### src/rtl/pe_sparse_mc_if.sv
`default_nettype none
// +-----------------------------------------------------------------------------+
// | Module   : pe_sparse_mc_if                                                  |
// | Brief    : Control, weight-load, feature and result bundle of pe_sparse_mc  |
// | Revision : 1.0 - initial release                                            |
// +-----------------------------------------------------------------------------+
interface pe_sparse_mc_if #(
    parameter int I_WIDTH   = 8,
    parameter int F_WIDTH   = 8,
    parameter int N         = 3,
    parameter int C         = 2,
    parameter int ACC_WIDTH = I_WIDTH + F_WIDTH + $clog2(N) + 1
);
    localparam int c_ch_w   = (C > 1) ? $clog2(C) : 1;
    localparam int c_tap_w  = (N > 1) ? $clog2(N) : 1;
    localparam int c_size_w = $clog2(N + 1);

    logic                      load_i;
    logic                      w_valid_i;
    logic [c_ch_w-1:0]         w_ch_i;
    logic [c_tap_w-1:0]        w_tap_i;
    logic [F_WIDTH-1:0]        w_data_i;
    logic                      start_i;
    logic                      stop_i;
    logic [c_size_w-1:0]       filter_size_i;
    logic                      in_valid_i;
    logic                      in_ready_o;
    logic [I_WIDTH-1:0]        in_feature_i;
    logic [C*ACC_WIDTH-1:0]    psum_i;
    logic                      out_valid_o;
    logic                      out_ready_i;
    logic [C*ACC_WIDTH-1:0]    out_psum_o;
    logic                      busy_o;
    logic [15:0]               skip_cnt_o;

    modport slave (
        input  load_i, w_valid_i, w_ch_i, w_tap_i, w_data_i,
        input  start_i, stop_i, filter_size_i,
        input  in_valid_i, in_feature_i, psum_i, out_ready_i,
        output in_ready_o, out_valid_o, out_psum_o, busy_o, skip_cnt_o
    );

    modport master (
        output load_i, w_valid_i, w_ch_i, w_tap_i, w_data_i,
        output start_i, stop_i, filter_size_i,
        output in_valid_i, in_feature_i, psum_i, out_ready_i,
        input  in_ready_o, out_valid_o, out_psum_o, busy_o, skip_cnt_o
    );
endinterface
`default_nettype wire

### src/rtl/pe_sparse_mc.sv
`default_nettype none
// +-----------------------------------------------------------------------------+
// | Module   : pe_sparse_mc                                                     |
// | Brief    : Multi-channel sparse 1-D conv PE, one shared multiplier,         |
// |            zero-weight taps skipped, partial sums chained from above        |
// | Revision : 1.0 - initial release                                            |
// +-----------------------------------------------------------------------------+
module pe_sparse_mc #(
    parameter int I_WIDTH   = 8,
    parameter int F_WIDTH   = 8,
    parameter int N         = 3,
    parameter int C         = 2,
    parameter int ACC_WIDTH = I_WIDTH + F_WIDTH + $clog2(N) + 1
) (
    input  wire logic     clk_i,
    input  wire logic     rst_n_i,
    pe_sparse_mc_if.slave bus
);
    localparam int c_size_w = $clog2(N + 1);
    localparam int c_prod_w = I_WIDTH + F_WIDTH;
    localparam int c_nnz_w  = $clog2(C * N + 1);

    typedef enum logic [2:0] {
        S_IDLE = 3'd0,
        S_LOAD = 3'd1,
        S_FILL = 3'd2,
        S_MAC  = 3'd3,
        S_OUT  = 3'd4
    } state_t;

    state_t                       r_state;
    state_t                       w_state_next;

    logic signed [F_WIDTH-1:0]    r_weight [C][N];
    logic signed [I_WIDTH-1:0]    r_win    [N];
    logic signed [ACC_WIDTH-1:0]  r_acc    [C];
    logic signed [ACC_WIDTH-1:0]  r_psum   [C];
    logic [c_size_w-1:0]          r_size;
    logic [c_size_w-1:0]          r_fill;
    logic [C*N-1:0]               r_pend;
    logic [C*ACC_WIDTH-1:0]       r_out_psum;
    logic [15:0]                  r_skip;

    logic [c_size_w-1:0]          w_size_req;
    logic [c_size_w-1:0]          w_fill_inc;
    logic                         w_accept;
    logic                         w_fill_done;
    logic                         w_stop;
    logic                         w_mac_last;
    logic [C*N-1:0]               w_nz_mask;
    logic [c_nnz_w-1:0]           w_nnz;
    logic [16:0]                  w_skip_sum;
    logic [C*N-1:0]               w_sel_oh;
    logic [C-1:0]                 w_sel_ch;
    logic                         w_found;
    logic signed [F_WIDTH-1:0]    w_sel_w;
    logic signed [I_WIDTH-1:0]    w_sel_x;
    logic signed [c_prod_w-1:0]   w_prod;
    logic signed [ACC_WIDTH-1:0]  w_prod_ext;
    logic signed [ACC_WIDTH-1:0]  w_acc_next [C];

    // A requested size of zero or beyond the tap count means "use every tap".
    assign w_size_req = (bus.filter_size_i == '0 || int'(bus.filter_size_i) > N)
                        ? c_size_w'(N) : bus.filter_size_i;
    assign w_fill_inc  = (r_fill == r_size) ? r_size : r_fill + 1'b1;
    assign w_stop      = bus.stop_i && (r_state == S_FILL || r_state == S_MAC || r_state == S_OUT);
    assign w_accept    = (r_state == S_FILL) && bus.in_valid_i && !bus.stop_i;
    assign w_fill_done = w_accept && (w_fill_inc == r_size);
    assign w_mac_last  = (r_pend & ~w_sel_oh) == '0;
    assign w_skip_sum  = {1'b0, r_skip} + (17'(C) * 17'(r_size)) - 17'(w_nnz);

    always_comb begin
        w_nz_mask = '0;
        w_nnz     = '0;
        for (int c = 0; c < C; c++) begin
            for (int t = 0; t < N; t++) begin
                if (t < int'(r_size) && r_weight[c][t] != '0) begin
                    w_nz_mask[c*N + t] = 1'b1;
                    w_nnz              = w_nnz + 1'b1;
                end
            end
        end
    end

    // Lowest pending bit is the next pair in channel-major, tap-ascending order.
    always_comb begin
        w_found  = 1'b0;
        w_sel_oh = '0;
        w_sel_ch = '0;
        w_sel_w  = '0;
        w_sel_x  = '0;
        for (int c = 0; c < C; c++) begin
            for (int t = 0; t < N; t++) begin
                if (!w_found && r_pend[c*N + t]) begin
                    w_found            = 1'b1;
                    w_sel_oh[c*N + t]  = 1'b1;
                    w_sel_ch[c]        = 1'b1;
                    w_sel_w            = r_weight[c][t];
                    w_sel_x            = r_win[t];
                end
            end
        end
    end

    assign w_prod     = w_sel_x * w_sel_w;
    assign w_prod_ext = {{(ACC_WIDTH - c_prod_w){w_prod[c_prod_w-1]}}, w_prod};

    always_comb begin
        for (int c = 0; c < C; c++) begin
            w_acc_next[c] = r_acc[c];
            if (w_sel_ch[c]) begin
                w_acc_next[c] = r_acc[c] + w_prod_ext;
            end
        end
    end

    always_ff @(posedge clk_i or negedge rst_n_i) begin
        if (!rst_n_i) begin
            r_state <= S_IDLE;
        end else begin
            r_state <= w_state_next;
        end
    end

    always_comb begin
        w_state_next = r_state;
        case (r_state)
            S_IDLE: begin
                if (bus.load_i) begin
                    w_state_next = S_LOAD;
                end else if (bus.start_i) begin
                    w_state_next = S_FILL;
                end
            end
            S_LOAD: begin
                if (!bus.load_i) begin
                    w_state_next = S_IDLE;
                end
            end
            S_FILL: begin
                if (bus.stop_i) begin
                    w_state_next = S_IDLE;
                end else if (w_fill_done) begin
                    w_state_next = S_MAC;
                end
            end
            S_MAC: begin
                if (bus.stop_i) begin
                    w_state_next = S_IDLE;
                end else if (w_mac_last) begin
                    w_state_next = S_OUT;
                end
            end
            S_OUT: begin
                if (bus.stop_i) begin
                    w_state_next = S_IDLE;
                end else if (bus.out_ready_i) begin
                    w_state_next = S_FILL;
                end
            end
            default: w_state_next = S_IDLE;
        endcase
    end

    always_ff @(posedge clk_i or negedge rst_n_i) begin
        if (!rst_n_i) begin
            for (int c = 0; c < C; c++) begin
                for (int t = 0; t < N; t++) begin
                    r_weight[c][t] <= '0;
                end
                r_acc[c]  <= '0;
                r_psum[c] <= '0;
            end
            for (int t = 0; t < N; t++) begin
                r_win[t] <= '0;
            end
            r_size     <= '0;
            r_fill     <= '0;
            r_pend     <= '0;
            r_out_psum <= '0;
            r_skip     <= '0;
        end else begin
            if (r_state == S_LOAD && bus.w_valid_i) begin
                for (int c = 0; c < C; c++) begin
                    for (int t = 0; t < N; t++) begin
                        if (int'(bus.w_ch_i) == c && int'(bus.w_tap_i) == t) begin
                            r_weight[c][t] <= bus.w_data_i;
                        end
                    end
                end
            end
            if (r_state == S_IDLE && !bus.load_i && bus.start_i) begin
                r_size <= w_size_req;
                r_fill <= '0;
            end
            if (w_stop) begin
                r_fill <= '0;
                for (int t = 0; t < N; t++) begin
                    r_win[t] <= '0;
                end
            end
            if (w_accept) begin
                r_win[0] <= bus.in_feature_i;
                for (int t = 1; t < N; t++) begin
                    r_win[t] <= r_win[t-1];
                end
                r_fill <= w_fill_inc;
                if (w_fill_done) begin
                    for (int c = 0; c < C; c++) begin
                        r_psum[c] <= bus.psum_i[c*ACC_WIDTH +: ACC_WIDTH];
                        r_acc[c]  <= '0;
                    end
                    r_pend <= w_nz_mask;
                    r_skip <= w_skip_sum[16] ? 16'hFFFF : w_skip_sum[15:0];
                end
            end
            if (r_state == S_MAC && !bus.stop_i) begin
                r_pend <= r_pend & ~w_sel_oh;
                for (int c = 0; c < C; c++) begin
                    r_acc[c] <= w_acc_next[c];
                end
                // Result folds in the final product directly, so OUT follows the last pair.
                if (w_mac_last) begin
                    for (int c = 0; c < C; c++) begin
                        r_out_psum[c*ACC_WIDTH +: ACC_WIDTH] <= r_psum[c] + w_acc_next[c];
                    end
                end
            end
        end
    end

    assign bus.in_ready_o  = (r_state == S_FILL);
    assign bus.out_valid_o = (r_state == S_OUT);
    assign bus.busy_o      = (r_state != S_IDLE);
    assign bus.out_psum_o  = r_out_psum;
    assign bus.skip_cnt_o  = r_skip;
endmodule
`default_nettype wire

### src/flat_wrapper.sv
// flat-port wrapper written by rule: the top's interface ports become plain ports
module pe_sparse_mc_flat 
#(
    parameter int I_WIDTH   = 8,
    parameter int F_WIDTH   = 8,
    parameter int N         = 3,
    parameter int C         = 2,
    parameter int ACC_WIDTH = I_WIDTH + F_WIDTH + $clog2(N) + 1
)
  (clk_i, rst_n_i, bus_load_i, bus_w_valid_i, bus_w_ch_i, bus_w_tap_i, bus_w_data_i, bus_start_i, bus_stop_i, bus_filter_size_i, bus_in_valid_i, bus_in_feature_i, bus_psum_i, bus_out_ready_i, bus_in_ready_o, bus_out_valid_o, bus_out_psum_o, bus_busy_o, bus_skip_cnt_o);
  pe_sparse_mc_if #(.I_WIDTH(I_WIDTH), .F_WIDTH(F_WIDTH), .N(N), .C(C), .ACC_WIDTH(ACC_WIDTH)) bus_i ();
  input  wire logic clk_i;
  input  wire logic rst_n_i;
  input wire logic [$bits(bus_i.load_i)-1:0] bus_load_i;
  input wire logic [$bits(bus_i.w_valid_i)-1:0] bus_w_valid_i;
  input wire logic [$bits(bus_i.w_ch_i)-1:0] bus_w_ch_i;
  input wire logic [$bits(bus_i.w_tap_i)-1:0] bus_w_tap_i;
  input wire logic [$bits(bus_i.w_data_i)-1:0] bus_w_data_i;
  input wire logic [$bits(bus_i.start_i)-1:0] bus_start_i;
  input wire logic [$bits(bus_i.stop_i)-1:0] bus_stop_i;
  input wire logic [$bits(bus_i.filter_size_i)-1:0] bus_filter_size_i;
  input wire logic [$bits(bus_i.in_valid_i)-1:0] bus_in_valid_i;
  input wire logic [$bits(bus_i.in_feature_i)-1:0] bus_in_feature_i;
  input wire logic [$bits(bus_i.psum_i)-1:0] bus_psum_i;
  input wire logic [$bits(bus_i.out_ready_i)-1:0] bus_out_ready_i;
  output wire logic [$bits(bus_i.in_ready_o)-1:0] bus_in_ready_o;
  output wire logic [$bits(bus_i.out_valid_o)-1:0] bus_out_valid_o;
  output wire logic [$bits(bus_i.out_psum_o)-1:0] bus_out_psum_o;
  output wire logic [$bits(bus_i.busy_o)-1:0] bus_busy_o;
  output wire logic [$bits(bus_i.skip_cnt_o)-1:0] bus_skip_cnt_o;
  assign bus_i.load_i = bus_load_i;
  assign bus_i.w_valid_i = bus_w_valid_i;
  assign bus_i.w_ch_i = bus_w_ch_i;
  assign bus_i.w_tap_i = bus_w_tap_i;
  assign bus_i.w_data_i = bus_w_data_i;
  assign bus_i.start_i = bus_start_i;
  assign bus_i.stop_i = bus_stop_i;
  assign bus_i.filter_size_i = bus_filter_size_i;
  assign bus_i.in_valid_i = bus_in_valid_i;
  assign bus_i.in_feature_i = bus_in_feature_i;
  assign bus_i.psum_i = bus_psum_i;
  assign bus_i.out_ready_i = bus_out_ready_i;
  assign bus_in_ready_o = bus_i.in_ready_o;
  assign bus_out_valid_o = bus_i.out_valid_o;
  assign bus_out_psum_o = bus_i.out_psum_o;
  assign bus_busy_o = bus_i.busy_o;
  assign bus_skip_cnt_o = bus_i.skip_cnt_o;
  pe_sparse_mc #(.I_WIDTH(I_WIDTH), .F_WIDTH(F_WIDTH), .N(N), .C(C), .ACC_WIDTH(ACC_WIDTH)) u_core (.clk_i(clk_i), .rst_n_i(rst_n_i), .bus(bus_i));
endmodule
### config.mk
export PLATFORM = sky130hd
export DESIGN_NAME = pe_sparse_mc_flat
export DESIGN_NICKNAME = d
export VERILOG_FILES = /design/src/rtl/pe_sparse_mc_if.sv /design/src/rtl/pe_sparse_mc.sv /design/src/flat_wrapper.sv
export SDC_FILE = /design/constraint.sdc
export NUM_CORES = 1
export LEC_CHECK = 0
export ABC_CLOCK_PERIOD_IN_PS = 9700
export BUFFER_PORTS_ARGS = -buffer_cell sky130_fd_sc_hd__buf_4
export CORE_ASPECT_RATIO = 0.75
export CORE_MARGIN = 2
export CORE_UTILIZATION = 50
export DETAILED_ROUTE_END_ITERATION = 12
export HOLD_SLACK_MARGIN = 0.15
export PLACE_DENSITY = 0.68
export SETUP_SLACK_MARGIN = 0.3
export SYNTH_ARGS = -nofsm -noshare
export SYNTH_HDL_FRONTEND = slang
export SYNTH_SLANG_ARGS = --single-unit
### constraint.sdc
create_clock -name clk_i -period 9.7 [get_ports clk_i]
set_input_delay 1.94 -clock clk_i [delete_from_list [all_inputs] [get_ports clk_i]]
set_output_delay 1.94 -clock clk_i [all_outputs]
set_load 0.05 [all_outputs]
==> parameters.txt <==
Parameter                              Value

Drt
  Vias after detailed routing ... 13,000
  Vias per Instance ... 5.69
  Average detailed-routed wire length per instance ... 17.5 um
  Routed wire length ... 39.9 mm
  First drt pass iteration count ... 6
  Total DRC errors in the routed layout ... 0
  First DRT Iteration DRCs ... 860
  Antenna Violating Nets Remaining ... 0

Synthesis
  Largest cells by area after synthesis ... sky130_fd_sc_hd__dfrtp_1, sky130_fd_sc_hd__ha_1, sky130_fd_sc_hd__fa_1, sky130_fd_sc_hd__nand2_1, sky130_fd_sc_hd__mux2_2
  Predominant post-synthesis flop cell ... sky130_fd_sc_hd__dfrtp_1
  Synthesized netlist net count ... 1,987
  Cell count after synthesis ... 1,736
  Post-Synthesis Cell Area ... 15,700 um2
  Netlist cell types ... 70
  Largest area contributor in the netlist ... sky130_fd_sc_hd__dfrtp_1
  Number of register bits inferred by synthesis ... 215
  Number of synthesized flops with an enable pin ... 0
  Synth Area per Inst ... 9.05 um2
  Seq/Total Area, Yosys ... 0.342
  Number of warnings printed during yosys synthesis ... 0
  Share of flip-flops with an asynchronous set or reset after synthesis ... 1.00
  Area share of the largest cell type after synthesis ... 0.342

STA
  Total count of hold-check failures in the final report ... 0
  Final clock skew ... 29.9 ps
  Total Negative Setup Slacks ... 0 ps
  Final setup fails ... 0
  Worst slew margin ... 0.223
  Worst-margin pin slew ... 1170 ps
  Tcrit/Tclk final ... 0.916
  Final critical delay including setup and external delays ... 8880 ps
  Fmax ... 113 MHz
  Slew Limit Fails ... 0
  Setup repair after global routing missed its margin ... false

Floorplan
  Core area ... 31,100 um2
  Chip Height ... 158 um
  Die Area ... 32,900 um2
  Site row count ... 56
  Initial Util ... 0.505
  Die width ... 209 um
  Top Ports ... 124

Worst setup path
  Max Fanout on Critical Path ... 14
  Maximum single-stage delay on the critical path ... 670 ps
  Slack of the worst reg-to-reg path ... 820 ps
  Arrival time worst endpoint ... 9270 ps
  Reg-to-Reg End ... u_core.bus.out_psum_o[37]$_DFFE_PN0P_
  Critical path startpoint category ... register
  End point of the critical path ... u_core.bus.out_psum_o[37]$_DFFE_PN0P_
  Data required time of the critical path ... 10,090 ps
  Critical register-to-register path startpoint ... u_core.r_pend[0]$_DFFE_PN0P_
  Register-to-Register Path Depth ... 38
  Slowest stage cell, crit path ... sky130_fd_sc_hd__or3_1
  Worst setup path category ... reg -> reg
  Origin of the worst setup path ... u_core.r_pend[0]$_DFFE_PN0P_
  CP dominant cell by count ... sky130_fd_sc_hd__a21oi_1
  Critical Path Sink Type ... register

Finish
  Sequential cell area in the final layout ... 5380 um2
  Share of cells above drive strength 1 ... 0.146
  Area Overhead vs Synth ... 14.6%
  Core Util, Final ... 0.579
  Area of combinational cells with multiple inputs ... 9650 um2
  Net count of the finished layout ... 2,109
  Number of diodes added for antenna fixing ... 0
  # fillers ... 2,794

Clock tree
  Max Root-Sink Buffers ... 3
  Total CTS buffers ... 24
  H-Tree Level Count ... 1
  CTS Sinks ... 215
  Post-CTS clock slew at the launch and capture registers of the worst setup and hold paths ... 60 ps
  TritonCTS clock tree ... done
  Root buffer cell ... sky130_fd_sc_hd__clkbuf_16
  Post-cts hold buffer count ... 0
  Worst skew pair latency ... 550 ps

Place
  Routability congestion estimate from global placement ... 0.953
  Count of buffers from port buffering ... 123
  Total half-perimeter wirelength after legalization and detailed placement ... 29.8 mm

Power and ir drop
  Static leakage ... 9.06 nW
  Total power per unit cell area ... 389 nW/um2
  Max VDD drop ... 0.000420 V

Outcome
  Result of the run ... finished clean

Min path
  Min-delay worst type ... reg -> reg
  Hold-critical path depth ... 2

Global route
  Number of global-route vias before repair ... 12,400
  Wire length of the first global-routing pass ... 64.8 mm
  Maximum number of pins on one net before global-route repair ... 103
  Congestion Overflow GR ... 0
  Initial antenna violation count ... 0
  Global-route usage over all layers ... 0.245

Run
  Count of maximum capacitance violations ... 0
repair_timing:
| action | 4_1_cts | 5_1_grt |
|---|---|---|
| endpoints found under the setup margin | 0 | 8 |
| buffers inserted | 0 | 7 |
| resized for setup | 0 | 7 |
| endpoints found under the hold margin | 0 | 0 |
power breakdown:
group          switching [mW]  total, mW  internal, mW
logic                    2.75       4.54          1.79
clock network           0.382      0.933         0.550
registers               0.317       1.53          1.22
total                    3.44       7.00          3.56
state kept, by name, summed over array words and instances (netlist names):
register	flops
u_core.r_weight	48
u_core.bus.out_psum_o	38
u_core.r_acc	38
u_core.r_psum	38
u_core.r_win	24
u_core.bus.skip_cnt_o	16
u_core.r_pend	6
u_core.r_state	3
u_core.r_fill	2
u_core.r_size	2
synthesized netlist by cell type, types with 9 or more instances:
library cell / count
sky130_fd_sc_hd__o21bai_1: 16
sky130_fd_sc_hd__and3_1: 18
sky130_fd_sc_hd__dfrtp_1: 215
sky130_fd_sc_hd__clkbuf_1: 55
sky130_fd_sc_hd__o2bb2ai_1: 16
sky130_fd_sc_hd__nor3_1: 21
sky130_fd_sc_hd__nand2_1: 299
sky130_fd_sc_hd__mux2_2: 53
sky130_fd_sc_hd__a22o_1: 30
sky130_fd_sc_hd__xnor2_1: 64
sky130_fd_sc_hd__a21oi_1: 99
sky130_fd_sc_hd__nor4_1: 13
sky130_fd_sc_hd__o21ai_0: 43
sky130_fd_sc_hd__o21ai_1: 78
sky130_fd_sc_hd__nand3_1: 29
sky130_fd_sc_hd__nor2_1: 106
sky130_fd_sc_hd__xor2_1: 35
sky130_fd_sc_hd__nand2b_1: 18
sky130_fd_sc_hd__ha_1: 122
sky130_fd_sc_hd__or3_1: 11
sky130_fd_sc_hd__a22oi_1: 10
sky130_fd_sc_hd__inv_1: 130
sky130_fd_sc_hd__fa_1: 62
sky130_fd_sc_hd__nor2b_1: 16
sky130_fd_sc_hd__or2_1: 13
sky130_fd_sc_hd__a21o_1: 36
sky130_fd_sc_hd__a31oi_1: 9
stage by stage:
stage	hold slack (ps)	area (um2)	std cells	setup slack, ps	power [mW]
after floorplan	450	15700	1736	1700	4.83
after global placement	467	17100	2231	645	5.87
after detailed placement	468	17100	2231	522	5.99
after CTS	482	17900	2275	504	7.00
after global routing	514	18000	2282	281	7.61
final	476	18000	2282	817	7.00
worst min path at each step:
| stage | start | endpoint | slack (ps) |
|---|---|---|---|
| 2_1_floorplan | u_core.r_psum[17]$_DFFE_PN0P_ | u_core.r_psum[17]$_DFFE_PN0P_ | 450 |
| 3_3_place_gp | u_core.r_psum[21]$_DFFE_PN0P_ | u_core.r_psum[21]$_DFFE_PN0P_ | 470 |
| 3_5_place_dp | u_core.r_psum[17]$_DFFE_PN0P_ | u_core.r_psum[17]$_DFFE_PN0P_ | 470 |
| 4_1_cts | u_core.r_psum[17]$_DFFE_PN0P_ | u_core.r_psum[17]$_DFFE_PN0P_ | 480 |
| 5_1_grt | u_core.r_psum[21]$_DFFE_PN0P_ | u_core.r_psum[21]$_DFFE_PN0P_ | 510 |
| 6_report | u_core.r_psum[17]$_DFFE_PN0P_ | u_core.r_psum[17]$_DFFE_PN0P_ | 480 |
cell type report:
| class | instances | area share |
|---|---|---|
| Timing Repair Buffer | 154 | 0.0648 |
| Tap cell | 406 | 0.0282 |
| Clock buffer | 35 | 0.0384 |
| Sequential cell | 215 | 0.299 |
| Multi-Input combinational cell | 1332 | 0.536 |
| Clock inverter | 9 | 0.00625 |
| Inverter | 131 | 0.0273 |
critical path, delay by kind of cell (launching register included):
kind,cells,cell delay (ps)
buffers and inverters,3,140
and+or+nand+nor,8,1760
adders and majority gates,7,2980
AOI/OAI and AO/OA,16,2680
DFF,1,500
xor gates and xnor gates,4,710
layer usage:
| layer | up-vias | wire length [um] | share of wire | global-route usage |
|---|---|---|---|---|
| met5 | - | 0 | 0 | 0 |
| met4 | 0 | 833 | 0.021 | 0.0578 |
| met3 | 57 | 2590 | 0.065 | 0.0441 |
| met2 | 359 | 17300 | 0.43 | 0.377 |
| met1 | 6306 | 19200 | 0.48 | 0.358 |
| li1 | 6262 | - | - | - |
cell usage in the layout (no fill, tap or decap), drive strengths merged, types with 9 or more instances in the layout:
cell type and instances:
a211oi 11, a21o 36, a21oi 100, a22o 30, a22oi 10, a31oi 9
and3 18, buf 154, clkbuf 35, dfrtp 215, fa 62, ha 122
inv 132, mux2 58, nand2 299, nand2b 18, nand3 29, nor2 107
nor2b 16, nor3 23, nor4 13, o21ai 122, o21bai 16, o2bb2ai 16
or2 14, or3 11, xnor2 64, xor2 35
cells by family (layout without fill, tap and decap cells):
group | count (synthesis) | after routing | share of synthesized area
AO/OA/AOI/OAI | 418 | 418 | 0.175
XOR/XNOR | 100 | 100 | 0.0566
adder cells (fa/ha/maj) | 185 | 185 | 0.177
buffers and inverters | 189 | 329 | 0.0452
flip-flops | 215 | 215 | 0.342
multiplexers | 60 | 60 | 0.0428
AND/OR/NAND/NOR | 569 | 569 | 0.161
Note: power is estimated with default switching activity, not from simulation.
